===== config.mk =====
export PLATFORM = sky130hd
export DESIGN_NAME = bullet_pool_flat
export DESIGN_NICKNAME = d
export VERILOG_FILES = /design/src/rtl/bullet_pkg.sv /design/src/rtl/bullet_pool_if.sv /design/src/rtl/bullet_slot.sv /design/src/rtl/bullet_pool.sv /design/src/flat_wrapper.sv
export SDC_FILE = /design/constraint.sdc
export NUM_CORES = 1
export LEC_CHECK = 0
export ABC_CLOCK_PERIOD_IN_PS = 10470
export CORE_MARGIN = 10
export CORE_UTILIZATION = 59
export CTS_CLUSTER_DIAMETER = 150
export CTS_CLUSTER_SIZE = 24
export DETAILED_ROUTE_END_ITERATION = 8
export GPL_TIMING_DRIVEN = 0
export HOLD_SLACK_MARGIN = 0.12
export PLACE_DENSITY = 0.78
export RECOVER_POWER = 100
export SKIP_LAST_GASP = 1
export SLEW_MARGIN = 10
export SYNTH_ARGS = -nofsm -noshare
export SYNTH_HDL_FRONTEND = slang
export SYNTH_SLANG_ARGS = --single-unit

===== constraint.sdc =====
create_clock -name clk -period 10.47 [get_ports clk]
set_input_delay 2.094 -clock clk [delete_from_list [all_inputs] [get_ports clk]]
set_output_delay 2.094 -clock clk [all_outputs]
set_load 0.03 [all_outputs]

===== src/rtl/bullet_pkg.sv =====
// Shared definitions for the bullet pool.
//   SCREEN_W / SCREEN_H : visible playfield size in pixels (640 x 480)
//   dir_t               : 3-bit launch direction, 0=N, 1=NE ... 7=NW, clockwise
//   dir_sign_t          : per-axis unit sign (-1, 0, +1) of a direction
//   dir_sign()          : the direction-to-(dx,dy) sign table; y grows southward
//   idx_width()         : width of a slot index, at least 1 bit
package bullet_pkg;

  localparam int SCREEN_W = 640;
  localparam int SCREEN_H = 480;

  typedef enum logic [2:0] {
    DIR_N  = 3'd0,
    DIR_NE = 3'd1,
    DIR_E  = 3'd2,
    DIR_SE = 3'd3,
    DIR_S  = 3'd4,
    DIR_SW = 3'd5,
    DIR_W  = 3'd6,
    DIR_NW = 3'd7
  } dir_t;

  typedef struct packed {
    logic signed [1:0] sx;
    logic signed [1:0] sy;
  } dir_sign_t;

  localparam logic signed [1:0] S_NEG  = 2'sb11;
  localparam logic signed [1:0] S_ZERO = 2'sb00;
  localparam logic signed [1:0] S_POS  = 2'sb01;

  // North moves toward smaller y because scanlines count downward.
  function automatic dir_sign_t dir_sign(input dir_t d);
    dir_sign_t s;
    case (d)
      DIR_N:   s = '{sx: S_ZERO, sy: S_NEG};
      DIR_NE:  s = '{sx: S_POS,  sy: S_NEG};
      DIR_E:   s = '{sx: S_POS,  sy: S_ZERO};
      DIR_SE:  s = '{sx: S_POS,  sy: S_POS};
      DIR_S:   s = '{sx: S_ZERO, sy: S_POS};
      DIR_SW:  s = '{sx: S_NEG,  sy: S_POS};
      DIR_W:   s = '{sx: S_NEG,  sy: S_ZERO};
      DIR_NW:  s = '{sx: S_NEG,  sy: S_NEG};
      default: s = '{sx: S_ZERO, sy: S_ZERO};
    endcase
    return s;
  endfunction

  function automatic int idx_width(input int n);
    return (n > 1) ? $clog2(n) : 1;
  endfunction

endpackage


===== src/rtl/bullet_pool_if.sv =====
// Fire / kill handshake bundle between the game logic and the bullet pool.
//   fire_req   : level request to launch a bullet
//   ship_x/y   : launch position
//   fire_dir   : launch direction
//   fire_ack   : one-cycle pulse, the cycle after a fire was accepted
//   kill_valid : collision kill request for slot kill_idx
// master = game logic side, slave = bullet pool side.
interface bullet_pool_if
  import bullet_pkg::*;
#(
  parameter int COORD_W = 10,
  parameter int IDX_W   = 2
) ();

  logic               fire_req;
  logic [COORD_W-1:0] ship_x;
  logic [COORD_W-1:0] ship_y;
  dir_t               fire_dir;
  logic               fire_ack;
  logic               kill_valid;
  logic [IDX_W-1:0]   kill_idx;

  modport master (
    output fire_req, ship_x, ship_y, fire_dir, kill_valid, kill_idx,
    input  fire_ack
  );

  modport slave (
    input  fire_req, ship_x, ship_y, fire_dir, kill_valid, kill_idx,
    output fire_ack
  );

endinterface


===== src/rtl/bullet_slot.sv =====
// One bullet slot: position, direction, age, movement and pixel compare.
//   clk, reset        : clock, synchronous active-high reset
//   frame_tick        : advance the bullet one frame
//   load              : capture load_x/load_y/load_dir, start a new bullet
//   kill              : collision kill (ignored if the slot is not live)
//   px, py            : current scan pixel
//   active            : slot is live (registered)
//   hit               : combinational, live bullet covers (px,py)
// Build option BULLET_WRAP_EN: defined -> bullets leaving the playfield wrap
// to the opposite edge; undefined -> they are retired on that tick.
module bullet_slot
  import bullet_pkg::*;
#(
  parameter int COORD_W   = 10,
  parameter int SPEED     = 2,
  parameter int HALF_SIZE = 1,
  parameter int LIFETIME  = 90
) (
  input  logic               clk,
  input  logic               reset,
  input  logic               frame_tick,
  input  logic               load,
  input  logic               kill,
  input  logic [COORD_W-1:0] load_x,
  input  logic [COORD_W-1:0] load_y,
  input  dir_t               load_dir,
  input  logic [COORD_W-1:0] px,
  input  logic [COORD_W-1:0] py,
  output logic               active,
  output logic               hit
);

  localparam int AGE_W = $clog2(LIFETIME + 1);
  localparam logic [AGE_W-1:0]       AGE_LAST = AGE_W'(LIFETIME - 1);
  localparam logic signed [COORD_W:0] STEP    = (COORD_W + 1)'(SPEED);
  localparam logic signed [COORD_W:0] HALF    = (COORD_W + 1)'(HALF_SIZE);
  localparam logic signed [COORD_W:0] X_SPAN  = (COORD_W + 1)'(SCREEN_W);
  localparam logic signed [COORD_W:0] Y_SPAN  = (COORD_W + 1)'(SCREEN_H);

  logic [COORD_W-1:0] x;
  logic [COORD_W-1:0] y;
  dir_t               dir;
  logic [AGE_W-1:0]   age;

  dir_sign_t               sgn;
  logic signed [COORD_W:0] nx;
  logic signed [COORD_W:0] ny;
  logic [COORD_W-1:0]      x_next;
  logic [COORD_W-1:0]      y_next;
  logic                    leave;
  logic signed [COORD_W:0] hx;
  logic signed [COORD_W:0] hy;

  function automatic logic signed [COORD_W:0] step_of(input logic signed [1:0] s);
    if (s > 2'sb00)      return STEP;
    else if (s < 2'sb00) return -STEP;
    else                 return '0;
  endfunction

  // One step can overshoot an edge by at most SPEED, so a single fold suffices.
  function automatic logic [COORD_W-1:0] wrap(input logic signed [COORD_W:0] v,
                                               input logic signed [COORD_W:0] span);
    logic signed [COORD_W:0] t;
    if (v[COORD_W])    t = v + span;
    else if (v >= span) t = v - span;
    else               t = v;
    return t[COORD_W-1:0];
  endfunction

  function automatic logic in_range(input logic signed [COORD_W:0] v,
                                    input logic signed [COORD_W:0] span);
    return !v[COORD_W] && (v < span);
  endfunction

  assign sgn = dir_sign(dir);
  assign nx  = $signed({1'b0, x}) + step_of(sgn.sx);
  assign ny  = $signed({1'b0, y}) + step_of(sgn.sy);

`ifdef BULLET_WRAP_EN
  assign leave  = 1'b0;
  assign x_next = wrap(nx, X_SPAN);
  assign y_next = wrap(ny, Y_SPAN);
`else
  assign leave  = !in_range(nx, X_SPAN) || !in_range(ny, Y_SPAN);
  assign x_next = nx[COORD_W-1:0];
  assign y_next = ny[COORD_W-1:0];
`endif

  // Stored coordinates are kept after retirement; gating on active keeps
  // stale positions off the screen.
  assign hx  = $signed({1'b0, px}) - $signed({1'b0, x});
  assign hy  = $signed({1'b0, py}) - $signed({1'b0, y});
  assign hit = active && (hx <= HALF) && (hx >= -HALF)
                      && (hy <= HALF) && (hy >= -HALF);

  // Priority: kill, then load, then frame advance.
  always_ff @(posedge clk) begin
    if (reset) begin
      active <= 1'b0;
      x      <= '0;
      y      <= '0;
      dir    <= DIR_N;
      age    <= '0;
    end else if (kill && active) begin
      active <= 1'b0;
    end else if (load) begin
      active <= 1'b1;
      x      <= load_x;
      y      <= load_y;
      dir    <= load_dir;
      age    <= '0;
    end else if (frame_tick && active) begin
      if ((age == AGE_LAST) || leave) begin
        active <= 1'b0;
      end else begin
        x   <= x_next;
        y   <= y_next;
        age <= age + 1'b1;
      end
    end
  end

endmodule


===== src/rtl/bullet_pool.sv =====
// Pool of N_BULLETS independent bullets for a 640x480 sprite engine.
//   clk, reset  : clock, synchronous active-high reset
//   frame_tick  : one-cycle pulse per video frame
//   fire_bus    : fire/kill handshake (bullet_pool_if.slave)
//   px, py      : scan pixel being rendered
//   pix_on      : registered, a live bullet covers the previous (px,py)
//   pix_idx     : registered, lowest slot covering it (0 when none)
//   active      : per-slot live mask
//   full        : every slot is live
// Build option BULLET_WRAP_EN selects wrap-around vs retire at the screen
// edge (see bullet_slot).
module bullet_pool
  import bullet_pkg::*;
#(
  parameter int N_BULLETS = 4,
  parameter int COORD_W   = 10,
  parameter int SPEED     = 2,
  parameter int HALF_SIZE = 1,
  parameter int LIFETIME  = 90,
  parameter int COOLDOWN  = 8
) (
  input  logic                            clk,
  input  logic                            reset,
  input  logic                            frame_tick,
  bullet_pool_if.slave                    fire_bus,
  input  logic [COORD_W-1:0]              px,
  input  logic [COORD_W-1:0]              py,
  output logic                            pix_on,
  output logic [idx_width(N_BULLETS)-1:0] pix_idx,
  output logic [N_BULLETS-1:0]            active,
  output logic                            full
);

  localparam int IDX_W = idx_width(N_BULLETS);
  localparam int CD_W  = $clog2(COOLDOWN + 2);
  localparam logic [CD_W-1:0] CD_LOAD = CD_W'(COOLDOWN);

  logic [CD_W-1:0]      cooldown;
  logic                 accept;
  logic [IDX_W-1:0]     free_idx;
  logic [N_BULLETS-1:0] load_vec;
  logic [N_BULLETS-1:0] kill_vec;
  logic [N_BULLETS-1:0] hit_vec_p0;
  logic [IDX_W-1:0]     hit_idx_p0;
  logic                 hit_any_p0;

  // Allocation looks only at registered slot state, so a slot retired this
  // cycle becomes available on the next one.
  assign full   = &active;
  assign accept = fire_bus.fire_req && !full && (cooldown == '0);

  always_comb begin
    free_idx = '0;
    for (int i = N_BULLETS - 1; i >= 0; i--) begin
      if (!active[i]) free_idx = IDX_W'(i);
    end
  end

  always_comb begin
    hit_idx_p0 = '0;
    for (int i = N_BULLETS - 1; i >= 0; i--) begin
      if (hit_vec_p0[i]) hit_idx_p0 = IDX_W'(i);
    end
  end

  assign hit_any_p0 = |hit_vec_p0;

  for (genvar g = 0; g < N_BULLETS; g++) begin : g_slot
    assign load_vec[g] = accept && (free_idx == IDX_W'(g));
    assign kill_vec[g] = fire_bus.kill_valid && (fire_bus.kill_idx == IDX_W'(g));

    bullet_slot #(
      .COORD_W   (COORD_W),
      .SPEED     (SPEED),
      .HALF_SIZE (HALF_SIZE),
      .LIFETIME  (LIFETIME)
    ) u_slot (
      .clk        (clk),
      .reset      (reset),
      .frame_tick (frame_tick),
      .load       (load_vec[g]),
      .kill       (kill_vec[g]),
      .load_x     (fire_bus.ship_x),
      .load_y     (fire_bus.ship_y),
      .load_dir   (fire_bus.fire_dir),
      .px         (px),
      .py         (py),
      .active     (active[g]),
      .hit        (hit_vec_p0[g])
    );
  end

  // p0 -> registered outputs: ack, cooldown, pixel hit
  always_ff @(posedge clk) begin
    if (reset) begin
      fire_bus.fire_ack <= 1'b0;
      cooldown          <= '0;
      pix_on            <= 1'b0;
      pix_idx           <= '0;
    end else begin
      fire_bus.fire_ack <= accept;
      if (accept) begin
        cooldown <= CD_LOAD;
      end else if (frame_tick && (cooldown != '0)) begin
        cooldown <= cooldown - 1'b1;
      end
      pix_on  <= hit_any_p0;
      pix_idx <= hit_any_p0 ? hit_idx_p0 : '0;
    end
  end

endmodule

===== src/flat_wrapper.sv =====
// flat-port wrapper written by rule: the top's interface ports become plain ports
module bullet_pool_flat import bullet_pkg::*;
#(
  parameter int N_BULLETS = 4,
  parameter int COORD_W   = 10,
  parameter int SPEED     = 2,
  parameter int HALF_SIZE = 1,
  parameter int LIFETIME  = 90,
  parameter int COOLDOWN  = 8
)
  (clk, reset, frame_tick, px, py, pix_on, pix_idx, active, full, fire_bus_fire_req, fire_bus_ship_x, fire_bus_ship_y, fire_bus_fire_dir, fire_bus_kill_valid, fire_bus_kill_idx, fire_bus_fire_ack);
  bullet_pool_if #(.COORD_W(COORD_W)) fire_bus_i ();
  input  logic clk;
  input  logic reset;
  input  logic frame_tick;
  input  logic [COORD_W-1:0] px;
  input  logic [COORD_W-1:0] py;
  output logic pix_on;
  output logic [idx_width(N_BULLETS)-1:0] pix_idx;
  output logic [N_BULLETS-1:0] active;
  output logic full;
  input wire logic [$bits(fire_bus_i.fire_req)-1:0] fire_bus_fire_req;
  input wire logic [$bits(fire_bus_i.ship_x)-1:0] fire_bus_ship_x;
  input wire logic [$bits(fire_bus_i.ship_y)-1:0] fire_bus_ship_y;
  input wire logic [$bits(fire_bus_i.fire_dir)-1:0] fire_bus_fire_dir;
  input wire logic [$bits(fire_bus_i.kill_valid)-1:0] fire_bus_kill_valid;
  input wire logic [$bits(fire_bus_i.kill_idx)-1:0] fire_bus_kill_idx;
  output wire logic [$bits(fire_bus_i.fire_ack)-1:0] fire_bus_fire_ack;
  assign fire_bus_i.fire_req = fire_bus_fire_req;
  assign fire_bus_i.ship_x = fire_bus_ship_x;
  assign fire_bus_i.ship_y = fire_bus_ship_y;
  assign fire_bus_i.fire_dir = fire_bus_fire_dir;
  assign fire_bus_i.kill_valid = fire_bus_kill_valid;
  assign fire_bus_i.kill_idx = fire_bus_kill_idx;
  assign fire_bus_fire_ack = fire_bus_i.fire_ack;
  bullet_pool #(.N_BULLETS(N_BULLETS), .COORD_W(COORD_W), .SPEED(SPEED), .HALF_SIZE(HALF_SIZE), .LIFETIME(LIFETIME), .COOLDOWN(COOLDOWN)) u_core (.clk(clk), .reset(reset), .frame_tick(frame_tick), .fire_bus(fire_bus_i), .px(px), .py(py), .pix_on(pix_on), .pix_idx(pix_idx), .active(active), .full(full));
endmodule

== Word-level counts from Yosys, hierarchy flattened ==
Memories as Yosys holds them, arrays and structs flattened. A register that Yosys moved wholly into a read port is not among the register bits.
Cells that the tools add are included.

* Register bits: 132
* Memory bits (read-only): 128
* Output and inout port bits: 9
* Memories kept: 4

* $add $sub $neg: 21
* $lt $le $gt $ge: 40
* Equal/unequal tests: 14
* Muxes and demuxes: 81
* Bitwise gates (word level): 5
* Reduce and logical (&&, ||, !) cells: 102

{| class="wikitable"
|+ Memories
! memory !! words !! bits a word !! rd ports !! clocked after memory_dff !! write ports !! line !! text
|-
| (no name shown) || 8 || 4 || 1 || 1 || 0 || bullet_pkg.sv:35 || <nowiki>case (d)</nowiki>
|-
| (no name shown) || 8 || 4 || 1 || 1 || 0 || bullet_pkg.sv:35 ||
|-
| (no name shown) || 8 || 4 || 1 || 1 || 0 || bullet_pkg.sv:35 ||
|-
| (no name shown) || 8 || 4 || 1 || 1 || 0 || bullet_pkg.sv:35 ||
|}

{| class="wikitable"
|+ Operator list
! cell !! number
|-
| $mux W10 || 24
|-
| $mux W11 || 16
|-
| $add A11 B11 Y11 || 8
|-
| $ge A11 B1 Y1 const B || 8
|-
| $le A11 B2 Y1 const B || 8
|-
| $sub A10 B10 Y11 || 8
|-
| $mux W7 || 12
|-
| $lt A11 B10 Y1 const B || 4
|-
| $lt A11 B11 Y1 const B || 4
|-
| $logic_and A1 B1 Y1 || 43
|-
| $add A7 B1 Y7 const B || 4
|-
| $eq A7 B7 Y1 const B || 4
|-
| $mux W3 || 8
|-
| $reduce_bool A2 Y1 || 9
|-
| $logic_not A1 Y1 || 17
|-
| $gt A2 B1 Y1 const B || 8
|-
| $lt A2 B1 Y1 const B || 8
|-
| $reduce_and A2 Y1 || 8
|-
| $mux W1 || 13
|-
| $mux W2 || 6
|-
| $reduce_and A3 Y1 || 4
|-
| $reduce_or A2 Y1 || 5
|-
| $eq A2 B2 Y1 const B || 4
|-
| $logic_or A1 B1 Y1 || 8
|-
| other kinds (11) || 22
|}

== Longest topological paths before layout ==
Gate-level depths: netlist of run 1.

* Depth in word-level cells: 12
* Gate-level depth with buffers: 15

== Hierarchy ==
A second synthesis of run 1 with hierarchy kept.

* Cells, all modules: 1763
* Area, all modules: 14126.0 µm²

{| class="wikitable"
|+ Modules (own cells, without submodules)
! module !! instances !! cells an instance !! area an instance (µm²)
|-
| bullet_slot (u_core.g_slot[2].u_slot ...) || 2 || 430 || 3434.5
|-
| bullet_slot (u_core.g_slot[1].u_slot) || 1 || 422 || 3433.3
|-
| bullet_slot (u_core.g_slot[0].u_slot) || 1 || 427 || 3377.0
|-
| bullet_pool || 1 || 54 || 446.7
|}

== Least setup slack after synthesis of run 1 ==
No wires, ideal clock.

* Path kind: input-to-reg
* Start point: input port py[0]
* End point: register u_core.pix_idx[1]
* Library setup time: 0.103 ns
* Data arrival time: 4.693 ns
* Required time: 10.367 ns
* Setup slack: 5.674 ns
* Cell stages on the path: 12
* Path buffers: 0
* Cell sequence: inv_1 ha_1 fa_1 nand2b_1 a21oi_1 o221ai_1 a2111oi_0 nand4_1 or3_1 a21oi_1 o21ai_1 a2111oi_2

* Cells in the longest elaborated chain, start to end: 7

{| class="wikitable"
|+ RTL lines
! what !! line !! text
|-
| start, declared || flat_wrapper.sv:17 || <nowiki>input logic [COORD_W-1:0] py;</nowiki>
|-
| $sub A10 B10 Y11 || bullet_slot.sv:92 || <nowiki>assign hy = $signed({1'b0, py}) - $signed({1'b0, y});</nowiki>
|-
| $le A11 B2 Y1 || bullet_slot.sv:94 || <nowiki>&& (hy <= HALF) && (hy >= -HALF);</nowiki>
|-
| $logic_and A1 B1 Y1 (2 in series) || bullet_slot.sv:94 ||
|-
| $reduce_or A4 Y1 || bullet_pool.sv:66 || <nowiki>assign hit_any_p0 = |hit_vec_p0;</nowiki>
|-
| $not A1 Y1 (no line) || -- ||
|-
| $reduce_or A4 Y1 (no line) || -- ||
|-
| end signal, assigned || bullet_pool.sv:108 || <nowiki>pix_idx <= hit_any_p0 ? hit_idx_p0 : '0;</nowiki>
|-
| end, declared || bullet_pool.sv:29 || <nowiki>output logic [idx_width(N_BULLETS)-1:0] pix_idx,</nowiki>
|}

Several ways; a longest one is shown, not always the timed one.
A chain may end at the register's enable or synchronous reset.

== Worst setup path after layout of run 1 ==
* Start point: input port px[1]
* End point: register u_core.pix_idx[1]

* Cells in the longest elaborated chain, start to end: 9

{| class="wikitable"
|+ RTL lines
! what !! line !! text
|-
| start, declared || flat_wrapper.sv:16 || <nowiki>input logic [COORD_W-1:0] px;</nowiki>
|-
| $sub A10 B10 Y11 || bullet_slot.sv:91 || <nowiki>assign hx = $signed({1'b0, px}) - $signed({1'b0, x});</nowiki>
|-
| $le A11 B2 Y1 || bullet_slot.sv:93 || <nowiki>assign hit = active && (hx <= HALF) && (hx >= -HALF)</nowiki>
|-
| $logic_and A1 B1 Y1 (2 in series) || bullet_slot.sv:93 ||
|-
| $logic_and A1 B1 Y1 (2 in series) || bullet_slot.sv:94 ||
|-
| $reduce_or A4 Y1 || bullet_pool.sv:66 ||
|-
| $not A1 Y1 (no line) || -- ||
|-
| $reduce_or A4 Y1 (no line) || -- ||
|}

Several ways; a longest one is shown, not always the timed one.

==> flow_metrics.env, run 1 <==
export IMPL_ys_types=78
export IMPL_gr_usage_met1_pct=33.0
export IMPL_dp_cells=2132
export IMPL_path_clk_slew_ns=0.07
export IMPL_final_cell_area_sq_um=15400
export IMPL_critPathSlowestCell="nor4_1"
export IMPL_placeableCoreArea_sq_um=23300
export IMPL_antenna_found_initial=0
export IMPL_top_usage_layer="met2"
export IMPL_numClockSinks=148
export IMPL_cp_top_family="compound AO/OA/AOI/OAI gates"
export IMPL_yosysWarnings=0
export IMPL_grt_pass1_vias=13100
export IMPL_nets=2060
export IMPL_synthCells=1756
export IMPL_drt_vias_per_instance=6.40
export IMPL_ys_seq_area_share_pct=21.4
export IMPL_drtPass1Iterations=5
export IMPL_wl_um=43400
export IMPL_synth_top_family_by_area="compound AO/OA/AOI/OAI gates"
export IMPL_finish_utilization_pct=66.0
export IMPL_root_buffer="clkbuf_16"
export IMPL_hold_class="reg -> reg"
export IMPL_vias=13800
export IMPL_cp_start_kind="input pin"
export IMPL_synth_async_sr_flop_share_pct=0
export IMPL_post_dp_cell_area_sq_um=14800
export IMPL_syn_area_sq_um=13900
export IMPL_synth_top_area_cell="dfxtp_1"
export IMPL_globalRouteOverflowTotal=0
export IMPL_finalSetupViolCount=0
export IMPL_worst_path_buf_inv=2
export IMPL_area_growth_pct=11.0
export IMPL_power_density_nw_per_um2=174
export IMPL_fin_crit_ns=6.00
export IMPL_synthTopCellsByArea="dfxtp_1, ha_1, nor2_1"
export IMPL_chipWidth_um=173
export IMPL_htreeDepth=4
export IMPL_port_buffers=57
export IMPL_synth_simple_gate_area_share_pct=21.4
export IMPL_critPathCaptureType="flip-flop"
export IMPL_critPathKind="in -> reg"
export IMPL_grt_max_degree=18
export IMPL_core_rowCount=56
export IMPL_worstPathCellList="dlygate4sd3_1, inv_1, fa_1, nor2b_1, o31a_1, o31ai_1, a21bo_1, or3_1, nor4_1, o32ai_1, a2111oi_0"
export IMPL_cts_resized=0
export IMPL_drc=0
export IMPL_status="complete, no violations"
export IMPL_fin_cells=2164
export IMPL_finalCritPeriodShare_pct=57.3
export IMPL_gp_congestion=0.938
export IMPL_cts_tree="yes"
export IMPL_die_h_um=173
export IMPL_synth_mux_area_share_pct=2.03
export IMPL_synthFlopType="dfxtp_1"
export IMPL_tightest_slew_ns=0.924
export IMPL_clk_latency_ns=0.44
export IMPL_clockBufferDepth=2
export IMPL_yosys_area_top_type_share_pct=21.4
export IMPL_n_antenna_cell=0
export IMPL_cts_buffers=17
export IMPL_clock_fmax_mhz=167
export IMPL_grt_first_pass_wirelength_um=68000
export IMPL_synth_net_count=1984
export IMPL_critPathMaxStageDelay_ns=0.70
export IMPL_hpwlAfterDp_um=33900
export IMPL_peakVddDrop_v=0.000118
export IMPL_grt_use_met3_pct=5.14
export IMPL_clock_skew_ns=0.0114
export IMPL_floorplan_initialDensity_pct=59.5
export IMPL_drtIter0Drc=1141
export IMPL_drive_gt1_share_pct=5.09
export IMPL_required_ns=10.75
export IMPL_finalHoldViolCount=0
export IMPL_synth_xor_area_share_pct=6.06
export IMPL_grt_usage_pct=27.5
export IMPL_dieArea_sq_um=30100
export IMPL_postRouteAntennaNets=0
export IMPL_cts_hold_buf=0
export IMPL_synth_compound_area_share_pct=26.5
export IMPL_synth_edf_count=0
export IMPL_finalMaxSlewViolations=0
export IMPL_reg2reg_slack_ns=5.77
export IMPL_cp_arrival_ns=6.28
export IMPL_num_io_pins=59
export IMPL_post_drt_wl_per_cell_um=20.1
export IMPL_synth_fa_ha_area_share_pct=16.9
export IMPL_cts_setup_buffers=0
export IMPL_p_leak_nw=6.01
export IMPL_use_met2_pct=46.8
export IMPL_avgSynthCellArea_sq_um=7.90
export IMPL_synth_seq_cells=148
export IMPL_crit_fanout=5
export IMPL_slew_headroom_pct=37.5
export IMPL_tns_ns=0
export IMPL_cap_violations=0
export IMPL_rsz0062_at_grt="no"
==> worst reg2reg max path, cell delays in order (launching register included) <==
cell and delay (ns):
dfxtp_1 0.46, or2_2 0.37, ha_1 0.22, inv_1 0.09, fa_1 0.23, nor2b_1 0.07, o21ai_1 0.17, a21oi_1 0.12
o41ai_1 0.38, xnor2_1 0.15, or4_4 0.56, a21oi_1 0.62, clkbuf_1 0.74, mux2i_1 0.28, a211oi_1 0.09
==> per-layer routing <==
layer	wire length (um)	vias up
li1	-	6691
met1	17900	6527
met2	20400	496
met3	3170	127
met4	2000	0
met5	0	-
==> layout by cell type (no fill, tap or decap), drive strengths merged, types with 10 or more instances in the layout <==
cell type	Yosys	layout
nand4	26	26
o21ai	96	96
a311oi	15	15
o2111ai	10	10
ha	162	162
nor2b	26	26
a211oi	27	27
a21oi	108	108
o21a	39	39
fa	16	16
xor2	29	29
dfxtp	148	148
a31oi	32	32
o31ai	18	18
or3	41	41
clkbuf	49	75
nand3	38	38
nor3	50	50
nor4	19	19
and2	14	14
mux2i	27	27
or4	14	14
or2	29	29
nor2	157	157
o221a	16	16
inv	135	145
and3	11	11
o211ai	18	18
xnor2	67	67
clkdlybuf4s50	0	44
o31a	17	17
nand2b	23	23
dlygate4sd3	0	13
o221ai	20	20
a2111oi	14	14
nand2	99	99
a21o	30	30
==> power breakdown <==
part	internal [W]	switching [W]
Clock	0.000344	0.000300
Combinational	0.000558	0.000766
Sequential	0.000637	0.0000694
Total	0.00154	0.00114
==> sequential cells by signal, indices dropped and copies added, names as in the netlist <==
register / count
u_core.g_slot.u_slot.dir: 12
u_core.g_slot.u_slot.age: 28
u_core.g_slot.u_slot.sgn: 16
u_core.fire_bus.fire_ack: 1
u_core.pix_on: 1
u_core.pix_idx: 2
u_core.g_slot.u_slot.y: 40
u_core.g_slot.u_slot.x: 40
u_core.cooldown: 4
u_core.g_slot.u_slot.active: 4
==> per-stage QoR <==
step	power (W)	setup slack (ns)	hold WS, ns
after global placement	0.00198	4.32	0.453
after global routing	0.00285	4.30	0.492
after detailed placement	0.00202	4.30	0.455
after CTS	0.00266	4.77	0.478
final	0.00267	4.47	0.479
after floorplan	0.00171	5.67	0.440
==> kinds of logic (layout without fill, tap and decap cells) <==
logic type | count (synthesis) | count (layout)
multiplexers | 28 | 28
AO/OA/AOI/OAI | 526 | 526
adder cells (fa/ha/maj) | 178 | 178
flip-flops | 148 | 148
buffers and inverters | 199 | 288
XOR/XNOR | 96 | 96
AND/OR/NAND/NOR | 581 | 581
==> synth_stat cells, types with 17 or more instances <==
| master | number |
|---|---|
| a211oi_1 | 25 |
| nand3_1 | 38 |
| nor4_1 | 19 |
| mux2i_1 | 27 |
| nor2_1 | 157 |
| dfxtp_1 | 148 |
| inv_1 | 135 |
| a21oi_1 | 107 |
| xnor2_1 | 67 |
| or2_2 | 29 |
| nand2_1 | 99 |
| nand4_1 | 26 |
| o31ai_1 | 18 |
| nand2b_1 | 23 |
| xor2_1 | 29 |
| o211ai_1 | 18 |
| ha_1 | 162 |
| a31oi_1 | 32 |
| o21ai_0 | 90 |
| o31a_1 | 17 |
| o21a_1 | 39 |
| a21o_1 | 30 |
| or3_1 | 41 |
| nor3_1 | 50 |
| o221ai_1 | 20 |
| nor2b_1 | 26 |
| clkbuf_1 | 49 |
==> area by class of cell <==
cell class,instances,area [sq um]
Sequential cell,148,2960
Inverter,135,507
Multi-Input combinational cell,1409,10100
Tap cell,319,399
Buffer,64,258
Fill cell,2041,7930
Timing Repair Buffer,57,571
Clock buffer,17,425
Clock inverter,15,179
==> worst paths after layout <==
kind                                                from                                          end  cells after the start
max                                                px[1]                 u_core.pix_idx[1]$_SDFF_PP0_                     11
min          u_core.g_slot[0].u_slot.age[4]$_SDFFE_PP0P_  u_core.g_slot[0].u_slot.age[4]$_SDFFE_PP0P_                      2
max reg2reg       u_core.g_slot[1].u_slot.sgn[1]$_DFF_P_    u_core.g_slot[1].u_slot.x[4]$_SDFFE_PP0P_                     14
min reg2reg  u_core.g_slot[0].u_slot.age[4]$_SDFFE_PP0P_  u_core.g_slot[0].u_slot.age[4]$_SDFFE_PP0P_                      2
Note: power is estimated with default switching activity, not from simulation.
==> run 2: changes to the inputs <==
- ABC_CLOCK_PERIOD_IN_PS: 10470 -> 6250
- clock period: 10.47 -> 6.25 ns (I/O delays scaled with it)
==> run 2 against run 1 <==
- final cell count is the same
- global-route usage is the same
- first-iteration DRC count grew 2.2%
- sequential cell count is the same
- final area is essentially flat
- register-to-register slack lost 4.4 ns
- via count grew 0.38%
- die area is the same
- largest power group unchanged
==> flow_metrics.env, run 2 (synthesis results as in run 1) <==
export IMPL_layout_common_cells="ha_1, nor2_1, dfxtp_1, inv_1, a21oi_1"
export IMPL_grt_max_degree=18
export IMPL_reg2reg_slack_ns=1.41
export IMPL_final_cell_area_sq_um=15400
export IMPL_drive_gt1_share_pct=4.93
export IMPL_vias=13900
export IMPL_cp_arrival_ns=5.42
export IMPL_core_rowCount=56
export IMPL_clockBufferDepth=2
export IMPL_cts_setup_buffers=0
export IMPL_finalHoldViolCount=0
export IMPL_clock_skew_ns=0.0123
export IMPL_fin_cells=2164
export IMPL_placeableCoreArea_sq_um=23300
export IMPL_nets=2060
export IMPL_cts_resized=0
export IMPL_cts_buffers=17
export IMPL_dieArea_sq_um=30100
export IMPL_required_ns=6.53
export IMPL_peakVddDrop_v=0.000198
export IMPL_post_drt_wl_per_cell_um=20.1
export IMPL_grt_first_pass_wirelength_um=68000
export IMPL_clk_latency_ns=0.44
export IMPL_num_io_pins=59
export IMPL_fin_crit_ns=5.14
export IMPL_gp_congestion=0.938
export IMPL_root_buffer="clkbuf_16"
export IMPL_drc=0
export IMPL_drtIter0Drc=1166
export IMPL_num_fill_cells=2040
export IMPL_wl_um=43400
export IMPL_die_h_um=173
export IMPL_numClockSinks=148
export IMPL_drtPass1Iterations=6
export IMPL_rsz0062_at_grt="no"
export IMPL_floorplan_initialDensity_pct=59.5
export IMPL_chipWidth_um=173
export IMPL_whs_ns=0.477
export IMPL_slew_headroom_pct=37.1
export IMPL_finalSetupViolCount=0
export IMPL_p_leak_nw=6.01
export IMPL_cp_start_kind="input pin"
export IMPL_tns_ns=0
export IMPL_cts_tree="yes"
export IMPL_hpwlAfterDp_um=33900
export IMPL_hold_class="reg -> reg"
export IMPL_crit_fanout=5
export IMPL_top_regs="u_core.g_slot.u_slot.x (40), u_core.g_slot.u_slot.y (40), u_core.g_slot.u_slot.age (28)"
export IMPL_critPathCaptureType="flip-flop"
export IMPL_critPathKind="in -> reg"
export IMPL_post_dp_cell_area_sq_um=14800
export IMPL_clock_fmax_mhz=195
export IMPL_antenna_found_initial=0
export IMPL_status="complete, no violations"
export IMPL_htreeDepth=4
export IMPL_drt_vias_per_instance=6.42
export IMPL_finalCritPeriodShare_pct=82.2
export IMPL_area_growth_pct=10.9
export IMPL_final_common_cell="ha_1"
export IMPL_dp_cells=2132
export IMPL_globalRouteOverflowTotal=0
export IMPL_cap_violations=0
export IMPL_finalMaxSlewViolations=0
export IMPL_path_clk_slew_ns=0.07
export IMPL_postRouteAntennaNets=0
export IMPL_grt_usage_pct=27.5
export IMPL_port_buffers=57
export IMPL_n_antenna_cell=0
export IMPL_power_density_nw_per_um2=290
export IMPL_tightest_slew_ns=0.931
export IMPL_grt_pass1_vias=13100
export IMPL_cts_hold_buf=0
## run 2: changes by cell type in the layout (fill, tap and decap cells not counted), sizes merged
| cell | delta |
|---|---|
| clkdlybuf4s50 | +1 |
| dlygate4sd3 | -1 |
| clkbuf | +2 |
| buf | -2 |
## run 2: final timing paths
kind	start	endpoint	cells past startpoint
setup reg to reg	u_core.g_slot[1].u_slot.sgn[1]$_DFF_P_	u_core.g_slot[1].u_slot.x[6]$_SDFFE_PP0P_	14
hold / removal	u_core.g_slot[1].u_slot.x[0]$_SDFFE_PP0P_	u_core.g_slot[1].u_slot.x[0]$_SDFFE_PP0P_	2
setup / recovery	px[1]	u_core.pix_idx[1]$_SDFF_PP0_	11
hold reg to reg	u_core.g_slot[1].u_slot.x[0]$_SDFFE_PP0P_	u_core.g_slot[1].u_slot.x[0]$_SDFFE_PP0P_	2
## run 2: per-stage QoR
step           total power [W]  setup WS (ns)  utilization [%]
4_1_cts                0.00445           1.39             66.2
2_1_floorplan          0.00287           2.30                -
3_3_place_gp           0.00331          0.941             63.6
5_1_grt                0.00477          0.924             66.0
6_report               0.00447           1.11             66.0
3_5_place_dp           0.00338          0.923             63.6
## run 2: final cells by class
| cell class | instances | area, sq um | share of cell area (%) |
|---|---|---|---|
| well taps | 319 | 399 | 2.59 |
| inverters | 135 | 507 | 3.29 |
| multi-input cells | 1409 | 10100 | 65.6 |
| repair buffers | 57 | 571 | 3.71 |
| flip-flops and latches | 148 | 2960 | 19.2 |
| clock inverters | 15 | 179 | 1.16 |
| clock buffers | 17 | 425 | 2.76 |
| plain buffers | 64 | 255 | 1.66 |
## run 2: report_power, final
group	internal (W)	switching, W	leakage, nW	total, W
Combinational	0.000934	0.00128	4.51	0.00221
Sequential	0.00107	0.000117	1.20	0.00118
Clock	0.000575	0.000499	0.295	0.00107
Total	0.00258	0.00189	6.01	0.00447
## run 2: routing by layer
layer / share of wire, % / vias to the layer above / global-route usage [%] / wire length (um)
met5: 0 / - / 0 / 0
li1: - / 6692 / - / -
met1: 41 / 6529 / 33.0 / 17800
met4: 4.5 / 0 / 12.5 / 1950
met3: 7.4 / 123 / 5.14 / 3220
met2: 47 / 549 / 46.8 / 20500
## run 2: critical path: stages
cell	delay [ns]
dlygate4sd3_1	0.67
inv_1	0.33
fa_1	0.28
nor2b_1	0.07
o31a_1	0.27
o31ai_1	0.29
a21bo_1	0.26
or3_1	0.37
nor4_1	0.69
o32ai_1	0.37
a2111oi_0	0.56
